$ cat config.mk
export PLATFORM = sky130hd
export DESIGN_NAME = uart_txq
export DESIGN_NICKNAME = d
export VERILOG_FILES = /design/src/rtl/uart_pkg.sv /design/src/rtl/uart_baud_tick.sv /design/src/rtl/uart_txq.sv
export SDC_FILE = /design/constraint.sdc
export NUM_CORES = 1
export LEC_CHECK = 0
export ABC_CLOCK_PERIOD_IN_PS = 5200
export CELL_PAD_IN_SITES_DETAIL_PLACEMENT = 2
export CELL_PAD_IN_SITES_GLOBAL_PLACEMENT = 2
export CORE_MARGIN = 3
export CORE_UTILIZATION = 35
export DETAILED_ROUTE_END_ITERATION = 10
export PLACE_DENSITY = 0.77
export SLEW_MARGIN = 10
export SYNTH_ARGS = -nofsm -noshare
export SYNTH_HDL_FRONTEND = slang
export SYNTH_SLANG_ARGS = --single-unit
export TNS_END_PERCENT = 10
$ cat constraint.sdc
create_clock -name clk -period 5.2 [get_ports clk]
set_input_delay 0.52 -clock clk [delete_from_list [all_inputs] [get_ports clk]]
set_output_delay 0.52 -clock clk [all_outputs]
set_load 0.02 [all_outputs]
$ cat src/rtl/uart_pkg.sv
// Shared UART definitions: transmitter state encoding, bit-timer width and
// frame constants.
package uart_pkg;

  localparam int unsigned ACC_W     = 39;
  localparam int unsigned DATA_BITS = 8;
  localparam int unsigned BIT_IDX_W = $clog2(DATA_BITS);

  typedef enum logic [2:0] {
    ST_IDLE,
    ST_START,
    ST_DATA,
    ST_PARITY,
    ST_STOP1,
    ST_STOP2,
    ST_BREAK
  } uart_state_e;

  function automatic logic parity_bit(input logic [DATA_BITS-1:0] d, input logic odd);
    return (^d) ^ odd;
  endfunction

endpackage

$ cat src/rtl/uart_baud_tick.sv
// Fractional bit timer: signed accumulator steps by baud each clock and
// subtracts clkfreq on every tick, giving an average clkfreq/baud period.
module uart_baud_tick
  import uart_pkg::*;
(
  input  logic        clk,
  input  logic        reset,
  input  logic        clear,
  input  logic        load,
  input  logic [31:0] baud,
  input  logic [31:0] clkfreq,
  output logic        tick
);

  logic [ACC_W-1:0] acc;
  logic [ACC_W-1:0] baud_x;
  logic [ACC_W-1:0] clkfreq_x;
  logic [ACC_W-1:0] step;

  assign baud_x    = {{(ACC_W-32){1'b0}}, baud};
  assign clkfreq_x = {{(ACC_W-32){1'b0}}, clkfreq};
  assign tick      = ~acc[ACC_W-1];

  always_comb begin
    step = baud_x;
    if (tick) step = baud_x - clkfreq_x;
  end

  always_ff @(posedge clk) begin
    if (reset)      acc <= '0;
    else if (load)  acc <= baud_x - clkfreq_x;
    else if (clear) acc <= '0;
    else            acc <= acc + step;
  end

endmodule

$ cat src/rtl/uart_txq.sv
// Buffered UART transmitter: DEPTH-entry byte FIFO feeding an 8-bit serialiser
// with optional parity, one or two stop bits and a line-break condition.
module uart_txq
  import uart_pkg::*;
#(
  parameter int unsigned DEPTH = 16
) (
  input  logic                     clk,
  input  logic                     reset,
  input  logic [31:0]              baud,
  input  logic [31:0]              clkfreq,
  input  logic                     wr,
  input  logic [7:0]               tx_data,
  input  logic                     parity_en,
  input  logic                     parity_odd,
  input  logic                     two_stop,
  input  logic                     send_break,
  output logic                     tx,
  output logic                     full,
  output logic [$clog2(DEPTH):0]   level,
  output logic                     busy
);

  localparam int unsigned AW = $clog2(DEPTH);

  logic [DATA_BITS-1:0] mem [DEPTH];
  logic [AW-1:0]        wptr;
  logic [AW-1:0]        rptr;
  logic [AW:0]          level_d;
  logic                 push;
  logic                 pop;

  uart_state_e          state_q, state_d;
  logic [BIT_IDX_W-1:0] bit_q, bit_d;
  logic [7:0]           shreg_q, shreg_d;
  logic                 par_en_q, par_en_d;
  logic                 par_q, par_d;
  logic                 two_stop_q, two_stop_d;
  logic                 tx_d;
  logic                 frame_end;
  logic                 tick;
  logic                 acc_load;
  logic                 acc_clear;

  assign push = wr & ~full;
  assign busy = (state_q != ST_IDLE) | (level != '0);

  always_comb begin
    level_d = level;
    if (push & ~pop)      level_d = level + {{AW{1'b0}}, 1'b1};
    else if (pop & ~push) level_d = level - {{AW{1'b0}}, 1'b1};
  end

  always_ff @(posedge clk) begin
    if (reset) begin
      wptr  <= '0;
      rptr  <= '0;
      level <= '0;
      full  <= 1'b0;
    end else begin
      if (push) wptr <= wptr + 1'b1;
      if (pop)  rptr <= rptr + 1'b1;
      level <= level_d;
      full  <= (level_d == (AW+1)'(DEPTH));
    end
  end

  always_ff @(posedge clk) begin
    if (!reset && push) mem[wptr] <= tx_data;
  end

  uart_baud_tick u_tick (
    .clk     (clk),
    .reset   (reset),
    .clear   (acc_clear),
    .load    (acc_load),
    .baud    (baud),
    .clkfreq (clkfreq),
    .tick    (tick)
  );

  always_comb begin
    state_d    = state_q;
    bit_d      = bit_q;
    shreg_d    = shreg_q;
    par_en_d   = par_en_q;
    par_d      = par_q;
    two_stop_d = two_stop_q;
    pop        = 1'b0;
    acc_load   = 1'b0;
    frame_end  = 1'b0;
    tx_d       = 1'b1;

    unique case (state_q)
      ST_IDLE:  frame_end = 1'b1;
      ST_START: if (tick) begin
        state_d = ST_DATA;
        bit_d   = '0;
      end
      ST_DATA: if (tick) begin
        shreg_d = shreg_q >> 1;
        if (bit_q == BIT_IDX_W'(DATA_BITS-1)) state_d = par_en_q ? ST_PARITY : ST_STOP1;
        else                                  bit_d   = bit_q + 1'b1;
      end
      ST_PARITY: if (tick) state_d = ST_STOP1;
      ST_STOP1:  if (tick) begin
        if (two_stop_q) state_d = ST_STOP2;
        else            frame_end = 1'b1;
      end
      ST_STOP2: if (tick) frame_end = 1'b1;
      ST_BREAK: if (!send_break) begin
        // Reload so the closing mark lasts a full bit time.
        state_d    = ST_STOP1;
        two_stop_d = 1'b0;
        acc_load   = 1'b1;
      end
      default: state_d = ST_IDLE;
    endcase

    // A queued byte starts straight off the last stop tick; the accumulator is
    // only reloaded when leaving IDLE so back-to-back bits keep their phase.
    if (frame_end) begin
      if (send_break) begin
        state_d  = ST_BREAK;
        acc_load = 1'b1;
      end else if (level != '0) begin
        pop        = 1'b1;
        acc_load   = (state_q == ST_IDLE);
        shreg_d    = mem[rptr];
        par_en_d   = parity_en;
        par_d      = parity_bit(mem[rptr], parity_odd);
        two_stop_d = two_stop;
        state_d    = ST_START;
      end else begin
        state_d = ST_IDLE;
      end
    end

    acc_clear = (state_d == ST_IDLE);

    unique case (state_d)
      ST_START:  tx_d = 1'b0;
      ST_DATA:   tx_d = shreg_d[0];
      ST_PARITY: tx_d = par_d;
      ST_BREAK:  tx_d = 1'b0;
      default:   tx_d = 1'b1;
    endcase
  end

  always_ff @(posedge clk) begin
    if (reset) begin
      state_q    <= ST_IDLE;
      bit_q      <= '0;
      shreg_q    <= '0;
      par_en_q   <= 1'b0;
      par_q      <= 1'b0;
      two_stop_q <= 1'b0;
      tx         <= 1'b1;
    end else begin
      state_q    <= state_d;
      bit_q      <= bit_d;
      shreg_q    <= shreg_d;
      par_en_q   <= par_en_d;
      par_q      <= par_d;
      two_stop_q <= two_stop_d;
      tx         <= tx_d;
    end
  end

endmodule

==> results of run 1 <==
[worst max path at each step]
stage,to,slack [ps],depth (start not counted)
after floorplan,u_tick.acc[37],-40,25
after global placement,u_tick.acc[38],-780,26
after detailed placement,u_tick.acc[37],-1130,26
after CTS,u_tick.acc[36],10,25
after global routing,u_tick.acc[37],-390,26
final,u_tick.acc[35],-80,26
[cell families after synthesis]
| kind of cell | after synthesis | synth area share |
|---|---|---|
| AO/OA/AOI/OAI | 322 | 0.181 |
| AND/OR/NAND/NOR | 310 | 0.120 |
| flip-flops | 203 | 0.448 |
| buffers and inverters | 100 | 0.0325 |
| adder cells (fa/ha/maj) | 83 | 0.0883 |
| XOR/XNOR | 77 | 0.0565 |
| multiplexers | 42 | 0.0734 |
[per-stage QoR]
step / std cells / util / cell area [µm²] / setup TNS (ps) / worst slack (ps)
floorplan: 1137 / - / 11900 / -41.8 / -41.8
global placement: 1835 / 0.447 / 14800 / -8040 / -776
detailed placement: 1835 / 0.447 / 14800 / -15640 / -1130
CTS: 1890 / 0.476 / 15700 / 0 / 10.1
global route: 1896 / 0.481 / 15900 / -2110 / -390
finish: 1896 / 0.481 / 15900 / -155 / -76.7
[cell usage after synthesis, drive strengths merged, types with 3 or more instances]
master	number	share of area
nand3	21	0.0088
a21oi	83	0.035
and3	8	0.0042
o21bai	12	0.0076
ha	81	0.085
nor4	4	0.0021
nor3	15	0.0072
o21ai	66	0.028
edfxtp	128	0.32
and2	7	0.0037
o22ai	17	0.0089
a31oi	10	0.0052
o31a	3	0.0029
nand4	9	0.0047
xor2	36	0.026
o211ai	5	0.0031
nand2b	9	0.0047
a311oi	13	0.010
clkbuf	29	0.0091
a41oi	3	0.0022
buf	13	0.0051
o21a	20	0.013
mux2	4	0.0038
o31ai	3	0.0023
mux4	36	0.068
or3	3	0.0016
nor3b	4	0.0025
a21o	33	0.021
dfxtp	75	0.13
nor2	101	0.032
a2bb2oi	8	0.0059
nor2b	14	0.0073
or2	6	0.0031
a211o	4	0.0029
a211oi	9	0.0061
inv	57	0.018
a2111oi	3	0.0043
nand2	100	0.031
xnor2	41	0.030
a22oi	12	0.0076
o2bb2ai	3	0.0022
[cell type report]
class | instances | area (µm²) | area share
multi-input combinational | 834 | 6410 | 0.404
timing repair buffer | 314 | 2570 | 0.162
antenna | 1 | 2.50 | 0.000158
sequential | 203 | 5350 | 0.337
clock buffer | 34 | 678 | 0.0427
inverter | 58 | 223 | 0.0140
tap | 442 | 553 | 0.0348
clock inverter | 10 | 101 | 0.00638
[sequential cells by signal, indices dropped and copies added (netlist names), named ones only]
name	count
rptr	4
full	1
tx	1
u_tick.acc	39
par_en_q	1
wptr	4
level	5
two_stop_q	1
mem	128
state_q	3
par_q	1
shreg_q	8
bit_q	3
[per-layer routing]
metal,track usage,routed length [µm]
met5,0,0
met4,0.0601,1200
met3,0.0298,1290
met2,0.460,24000
met1,0.278,17900
[report_power, final]
part	switching, mW	internal (mW)	leakage, nW
combinational	2.45	2.08	4.24
sequential	0.166	1.92	1.77
clock	0.696	0.963	0.382
[timing repair]
item,4_1_cts,5_1_grt
hold buffers,0,0
pin swaps,21,31
buffers inserted,11,5
setup endpoints to repair,16,17
gates resized for setup,36,30
endpoints found under the hold margin,0,0
==> results.toml, run 1 <==
[run_status]
status = "finished with violations"
violations = "negative setup slack"

[final_layout]
mostFrequentLayoutCells = "228 x buf_4, 128 x edfxtp_1, 100 x nand2_1, 100 x nor2_1, 78 x clkdlybuf4s50_1"
nNetsFinal = 1597
drive_gt1_frac = 0.253
synthToLayoutAreaGrowth_pct = 33.2
fillers = 3360
final_common_cell = "buf_4"

[route]
routed_wl_um = 44400
vias = 10500
wire_per_inst_um = 23.4
remaining_drc_errors = 0
detail_route.vias_per_cell = 5.51
ant_nets = 0
drtIter0Drc = 566
first_pass_iters = 5

[sta]
slew_viol_final = 0
holdWs_ps = 332
final.setup.worst_slack_ps = -76.7
hold_viol = 0
max_freq_mhz = 190
finalClockSkew_ps = 11.5
min_period_ps = 5280
worst-slew-pin-transition_ps = 1060
post-route-period-util = 1.01
relSlewSlack = 0.290
rsz0062_at_grt = "true"
finalSetupViolations = 3

[worst_setup_path]
reg2reg_slack_ps = 940
cp_slowest_cell = "a2111oi_4"
crit_top_cell = "o21ai_1"
cp.required_ps = 5660
critPathLaunchType = "input pin"
cp-end-kind = "register"
r2r_end = "u_tick.acc[36]"
critPathTopFamily = "compound AO/OA/AOI/OAI gates"
rr_startpoint = "u_tick.acc[38]"
worst-path-buf-inv = 4
worstPathMaxFanout = 4
arrival_ps = 5730
startpoint = "baud[0]"
critPathKind = "input pin to register"
slowest_delay_ps = 450
ff2ff_path_depth = 15

[worst_hold_path]
hp-class = "input pin to register"
min-delay-start = "reset"
hold_end = "level[3]"
holdPathStages = 2

[logic_synthesis]
async_flop_share = 0
ys.warnings.count = 0
syn-cell-area_mm2 = 0.0119
syn-num-nets = 1299
synth_cell_types = 74
yosys_most_used_dff = "edfxtp_1"
synth_seq_cells = 203
netlist_instances = 1137
syn_area_per_cell_um2 = 10.5
synth_edf_count = 128
ys_seq_area_frac = 0.448

[flow_run]
max_cap_violations = 0

[grt]
track_usage = 0.239
grt_overflow = 0
antenna_found_initial = 1
grt_pass1_vias = 12000
grt_first_pass_wirelength_um = 68700
grt_start_max_net_pins = 49

[cts]
clk_pin_slew_worst_paths_ps = 60
numCtsBuffers = 24
clk-insertion-delay-late_ps = 540
cts_root_buf = "clkbuf_16"
clock-sinks = 203
cts_max_level = 1
cts_tree = "yes"
clock_path_buffers = 3

[floorplan]
fp.dieH_um = 191
rows = 66
die_x_um = 191
start_util = 0.361
die_area_mm2 = 0.0363
fp.coreArea_mm2 = 0.0330
ioPinCount = 87

[power]
peakVddDrop_mv = 0.302
p_per_area_mw_per_mm2 = 521
power_mw = 8.27
p_leak_nw = 6.39

[placement]
gp_congestion = 0.789
io_buffers = 86
hpwl_um = 30900
Note: power is estimated with default switching activity, not from simulation.
==> inputs of run 2 (changes only) <==
--- a/config.mk
+++ b/config.mk
@@ -5,13 +5,14 @@
 export SDC_FILE = /design/constraint.sdc
 export NUM_CORES = 1
 export LEC_CHECK = 0
+export ABC_AREA = 1
 export ABC_CLOCK_PERIOD_IN_PS = 5200
 export CELL_PAD_IN_SITES_DETAIL_PLACEMENT = 2
 export CELL_PAD_IN_SITES_GLOBAL_PLACEMENT = 2
 export CORE_MARGIN = 3
-export CORE_UTILIZATION = 35
+export CORE_UTILIZATION = 32
 export DETAILED_ROUTE_END_ITERATION = 10
-export PLACE_DENSITY = 0.77
+export PLACE_DENSITY = 0.79
 export SLEW_MARGIN = 10
 export SYNTH_ARGS = -nofsm -noshare
 export SYNTH_HDL_FRONTEND = slang
==> results.toml, run 2 <==
[logic_synthesis]
yosys-top-cells-area = "edfxtp_1 29%, nand2_1 15%, dfxtp_1 11%"
ys_seq_area_frac = 0.398
netlist.area_leader.share = 0.286
synth_cell_types = 51
synth_edf_count = 128
netlist_instances = 1840
ys.warnings.count = 0
syn-cell-area_mm2 = 0.0134
syn-num-nets = 2002
synth_seq_cells = 203
yosys_most_used_dff = "edfxtp_1"
post-synth-top-count-cell = "nand2_1"
async_flop_share = 0
yosysTopAreaCell = "edfxtp_1"
syn_area_per_cell_um2 = 7.30
ys_top_cells_by_count = "526 x nand2_1, 213 x inv_1, 196 x nor2_1, 141 x a21oi_1, 140 x nand3_1"

[worst_setup_path]
ff2ff_path_depth = 16
arrival_ps = 5210
worstPathMaxFanout = 5
critPathKind = "input pin to register"
cp-end-kind = "register"
reg2reg_slack_ps = 1560
r2r_end = "u_tick.acc[25]"
cp.required_ps = 5590
rr_startpoint = "u_tick.acc[38]"
critPathLaunchType = "input pin"

[power]
seqPwrFrac = 0.237
clock_power_share = 0.205
p_switching_mw = 4.20
peakVddDrop_mv = 0.227
switching_share = 0.479
power_mw = 8.75
p_per_area_mw_per_mm2 = 558
p_leak_nw = 6.93
power_frac_comb = 0.558
p_int_mw = 4.56

[placement]
io_buffers = 86
placed_cell_area_mm2 = 0.0148
hpwl_um = 36900
gp_congestion = 0.859
pre_cts_slack_ps = -251

[final_layout]
drive_gt1_frac = 0.0521
fillers = 4872
synthToLayoutAreaGrowth_pct = 16.7
mostFrequentLayoutCells = "526 x nand2_1, 213 x inv_1, 196 x nor2_1, 141 x a21oi_1, 140 x nand3_1"
regMostFlops = "mem"
reg.largest.list = "mem: 128 flops, u_tick.acc: 39 flops, shreg_q: 8 flops"
finish.instance_area_mm2 = 0.0157
final_common_cell = "nand2_1"
final_core_util = 0.381
largest_reg_flops = 128
nNetsFinal = 2081
diodes = 0

[floorplan]
die_x_um = 211
fp.dieH_um = 211
die_area_mm2 = 0.0445
start_util = 0.326
ioPinCount = 87
fp.coreArea_mm2 = 0.0412
rows = 74

[cts]
clock-sinks = 203
clk_pin_slew_worst_paths_ps = 60
clock_path_buffers = 3
cts_tree = "yes"
cts_root_buf = "clkbuf_16"
cts_hold_buf = 0
clk-insertion-delay-late_ps = 550
numCtsBuffers = 24
cts_max_level = 1

[sta]
final.setup.worst_slack_ps = 374
finalSetupViolations = 0
worst-slew-pin-transition_ps = 1110
hold_viol = 0
max_freq_mhz = 207
rsz0062_at_grt = "false"
fin_tns_setup_ps = 0
post-route-period-util = 0.928
relSlewSlack = 0.261
finalClockSkew_ps = 26.3
min_period_ps = 4830
slew_viol_final = 0

[route]
routed_wl_um = 48700
drtIter0Drc = 388
wire_per_inst_um = 19.7
vias = 12800
remaining_drc_errors = 0
ant_nets = 0
detail_route.vias_per_cell = 5.18
first_pass_iters = 5

[run_status]
status = "completed"

[flow_run]
max_cap_violations = 0

[worst_hold_path]
hold_end = "bit_q[0]"
holdPathStages = 1
hp-class = "register to register"
min-delay-start = "bit_q[0]"

[grt]
grt_overflow = 0
grt_first_pass_wirelength_um = 77100
grt_start_max_net_pins = 69
track_usage = 0.216
grt_pass1_vias = 14300
antenna_found_initial = 0
==> run 2: power groups by stage <==
stage	logic, mW	clock network, mW	registers [mW]
2_1_floorplan	3.35	0	2.08
5_1_grt	5.49	1.89	2.11
3_3_place_gp	4.63	0	2.10
6_report	4.88	1.79	2.08
3_5_place_dp	4.85	0	2.11
4_1_cts	4.92	1.83	2.08
==> run 2: worst max-delay path by stage <==
stage / startpoint / endpoint / slack, ps / depth (start not counted)
finish: baud[0] / u_tick.acc[19] / 370 / 28
floorplan: baud[0] / u_tick.acc[21] / 1280 / 27
CTS: baud[0] / u_tick.acc[19] / 290 / 28
global route: baud[0] / u_tick.acc[25] / 40 / 25
global placement: baud[0] / u_tick.acc[21] / -140 / 27
detailed placement: baud[0] / u_tick.acc[19] / -250 / 28
==> run 2: metrics by stage <==
step	hold WS [ps]	std cells
3_5_place_dp	484	2425
2_1_floorplan	438	1840
5_1_grt	510	2469
4_1_cts	497	2469
3_3_place_gp	457	2425
6_report	487	2469
==> run 2: worst max-delay path: stages <==
cell and delay (ps):
clkdlybuf4s50_1 420, inv_1 60, ha_1 150, inv_1 60
fa_1 400, nand2_1 80, nand2_1 50, o21ai_0 190
o21bai_1 170, nand2_1 90, nand3_1 100, nand2_1 80
nand2_1 140, nand2_1 100, nand2_1 60, or2_2 290
nand3_1 70, nand2_1 80, ha_1 360, a21oi_1 210
inv_1 90, a31oi_1 290, o21ai_1 240, o21bai_1 250
a21oi_1 270, xor2_1 160, or2_0 150, a21oi_1 70
==> run 2: area by class of cell <==
type	count	area, µm²	area share
inverter	224	841	0.0536
sequential	203	5350	0.341
clock inverter	13	196	0.0125
clock buffer	31	647	0.0412
timing repair buffer	99	953	0.0608
tap	532	666	0.0424
multi-input combinational	1367	7040	0.449
==> run 2: kinds of logic after synthesis <==
logic type	after synthesis	synth area share
xor+xnor	47	0.0306
buf+inv	270	0.0799
fa+ha+maj	83	0.0784
flops	203	0.398
compound gates	301	0.124
simple gates	935	0.289
mux	1	0.000745
==> run 2: layer usage <==
layer	global-route usage	part of all wire	vias up
met2	0.402	0.51	173
li1	-	-	6209
met1	0.259	0.43	6328
met3	0.0196	0.022	89
met4	0.0801	0.037	0
met5	0	0	-
==> run 2: timing repair <==
action                     in CTS  in global routing
setup buffers                   0                  0
gates resized for setup         0                  6
setup endpoints to repair       0                  4
hold endpoints to repair        0                  0
==> inputs of run 3 (changes only) <==
--- a/config.mk
+++ b/config.mk
@@ -9,7 +9,6 @@
 export ABC_CLOCK_PERIOD_IN_PS = 5200
 export CELL_PAD_IN_SITES_DETAIL_PLACEMENT = 2
 export CELL_PAD_IN_SITES_GLOBAL_PLACEMENT = 2
-export CORE_MARGIN = 3
 export CORE_UTILIZATION = 32
 export DETAILED_ROUTE_END_ITERATION = 10
 export PLACE_DENSITY = 0.79
==> results.toml, run 3 (synthesized netlist as in run 2, its figures left out) <==
[cts]
cts_max_level = 1
cts_hold_buf = 0
clk-insertion-delay-late_ps = 550
clock-sinks = 203
numCtsBuffers = 25
clk_pin_slew_worst_paths_ps = 60
cts_root_buf = "clkbuf_16"
cts_tree = "yes"
clock_path_buffers = 3

[grt]
track_usage = 0.227
antenna_found_initial = 0
grt_overflow = 0
grt_pass1_vias = 14400
grt_start_max_net_pins = 69
grt_first_pass_wirelength_um = 76100

[worst_setup_path]
rr_startpoint = "u_tick.acc[38]"
cp.required_ps = 5670
critPathLaunchType = "input pin"
ff2ff_path_depth = 19
slowest_delay_ps = 440
r2r_end = "u_tick.acc[36]"
cp_slowest_cell = "nor4_1"
reg2reg_slack_ps = 1390
critPathKind = "input pin to register"
cp-end-kind = "register"
arrival_ps = 5280
worstPathMaxFanout = 5
crit_top_cell = "nand2_1"

[sta]
rsz0062_at_grt = "false"
finalClockSkew_ps = 13.5
relSlewSlack = 0.264
min_period_ps = 4810
worst-slew-pin-transition_ps = 1100
slew_viol_final = 0
hold_viol = 0
final.setup.worst_slack_ps = 390
max_freq_mhz = 208
post-route-period-util = 0.925
fin_tns_setup_ps = 0
finalSetupViolations = 0

[route]
detail_route.vias_per_cell = 5.15
wl_met2_um = 25000
vias = 12700
wire_per_inst_um = 19.3
remaining_drc_errors = 0
first_pass_iters = 6
routed_wl_um = 47800
drtIter0Drc = 480
ant_nets = 0
dr_wl_met3_um = 1240
met1Wirelength_um = 20300
dr.max_layer_used = "met4"

[worst_hold_path]
hp-class = "register to register"
holdPathStages = 2
hold_end = "bit_q[2]"
min-delay-start = "bit_q[2]"

[floorplan]
start_util = 0.327
rows = 74
die_area_mm2 = 0.0428
ioPinCount = 87
fp.dieH_um = 207
fp.coreArea_mm2 = 0.0411
die_x_um = 207

[final_layout]
finish.instance_area_mm2 = 0.0157
mostFrequentLayoutCells = "526 x nand2_1, 213 x inv_1, 196 x nor2_1, 141 x a21oi_1, 140 x nand3_1"
reg.largest.list = "mem: 128 flops, u_tick.acc: 39 flops, shreg_q: 8 flops"
largest_reg_flops = 128
final_core_util = 0.382
synthToLayoutAreaGrowth_pct = 17.0
final_common_cell = "nand2_1"
nNetsFinal = 2084
diodes = 0
drive_gt1_frac = 0.0536
regMostFlops = "mem"

[placement]
placed_cell_area_mm2 = 0.0148
pre_cts_slack_ps = -203
gp_congestion = 0.865
io_buffers = 86
hpwl_um = 36300

[power]
peakVddDrop_mv = 0.228
p_per_area_mw_per_mm2 = 559
p_leak_nw = 6.96

[flow_run]
max_cap_violations = 0

[run_status]
status = "completed"
[run 3: how the worst max path moves through the flow]
stage | startpoint | endpoint | cells after the start
floorplan | baud[0] | u_tick.acc[21] | 27
global placement | baud[0] | u_tick.acc[21] | 27
detailed placement | baud[0] | u_tick.acc[21] | 26
CTS | baud[0] | u_tick.acc[21] | 26
global route | baud[0] | u_tick.acc[19] | 29
finish | baud[0] | u_tick.acc[21] | 27
[run 3: metrics by stage]
step / hold slack, ps / power (mW) / std cells
3_5_place_dp: 479 / 6.95 / 2427
6_report: 490 / 8.79 / 2473
4_1_cts: 493 / 8.89 / 2473
2_1_floorplan: 438 / 5.43 / 1840
3_3_place_gp: 458 / 6.72 / 2427
5_1_grt: 517 / 9.49 / 2473
[run 3: area by class of cell]
cell class                 instances  area (µm²)
timing repair buffer             101         968
fill                            4855       25400
clock inverter                    17         201
clock buffer                      29         672
sequential                       203        5350
tap                              532         666
multi-input combinational       1367        7030
inverter                         224         841
[run 3: metal layers]
| metal | global-route usage | vias to the layer above |
|---|---|---|
| li1 | - | 6203 |
| met1 | 0.263 | 6285 |
| met2 | 0.432 | 182 |
| met3 | 0.0218 | 72 |
| met4 | 0.0725 | 0 |
| met5 | 0 | - |
[run 3: where the power goes]
part           switching (mW)  internal, mW
registers               0.150          1.94
clock network           0.731          1.13
logic                    3.31          1.54
total                    4.19          4.61
[run 3: what timing repair did]
item                                   4_1_cts  5_1_grt
setup endpoints to repair                    0        1
endpoints found under the hold margin        0        0
setup buffers                                0        0
resized for setup                            0        1
[run 3: worst max-delay path, delay by kind of cell]
kind / cells / cell delay, ps
XOR/XNOR: 1 / 190
AO/OA/AOI/OAI: 4 / 690
buffers and inverters: 3 / 540
adder cells (fa/ha/maj): 3 / 940
AND/OR/NAND/NOR: 16 / 2400
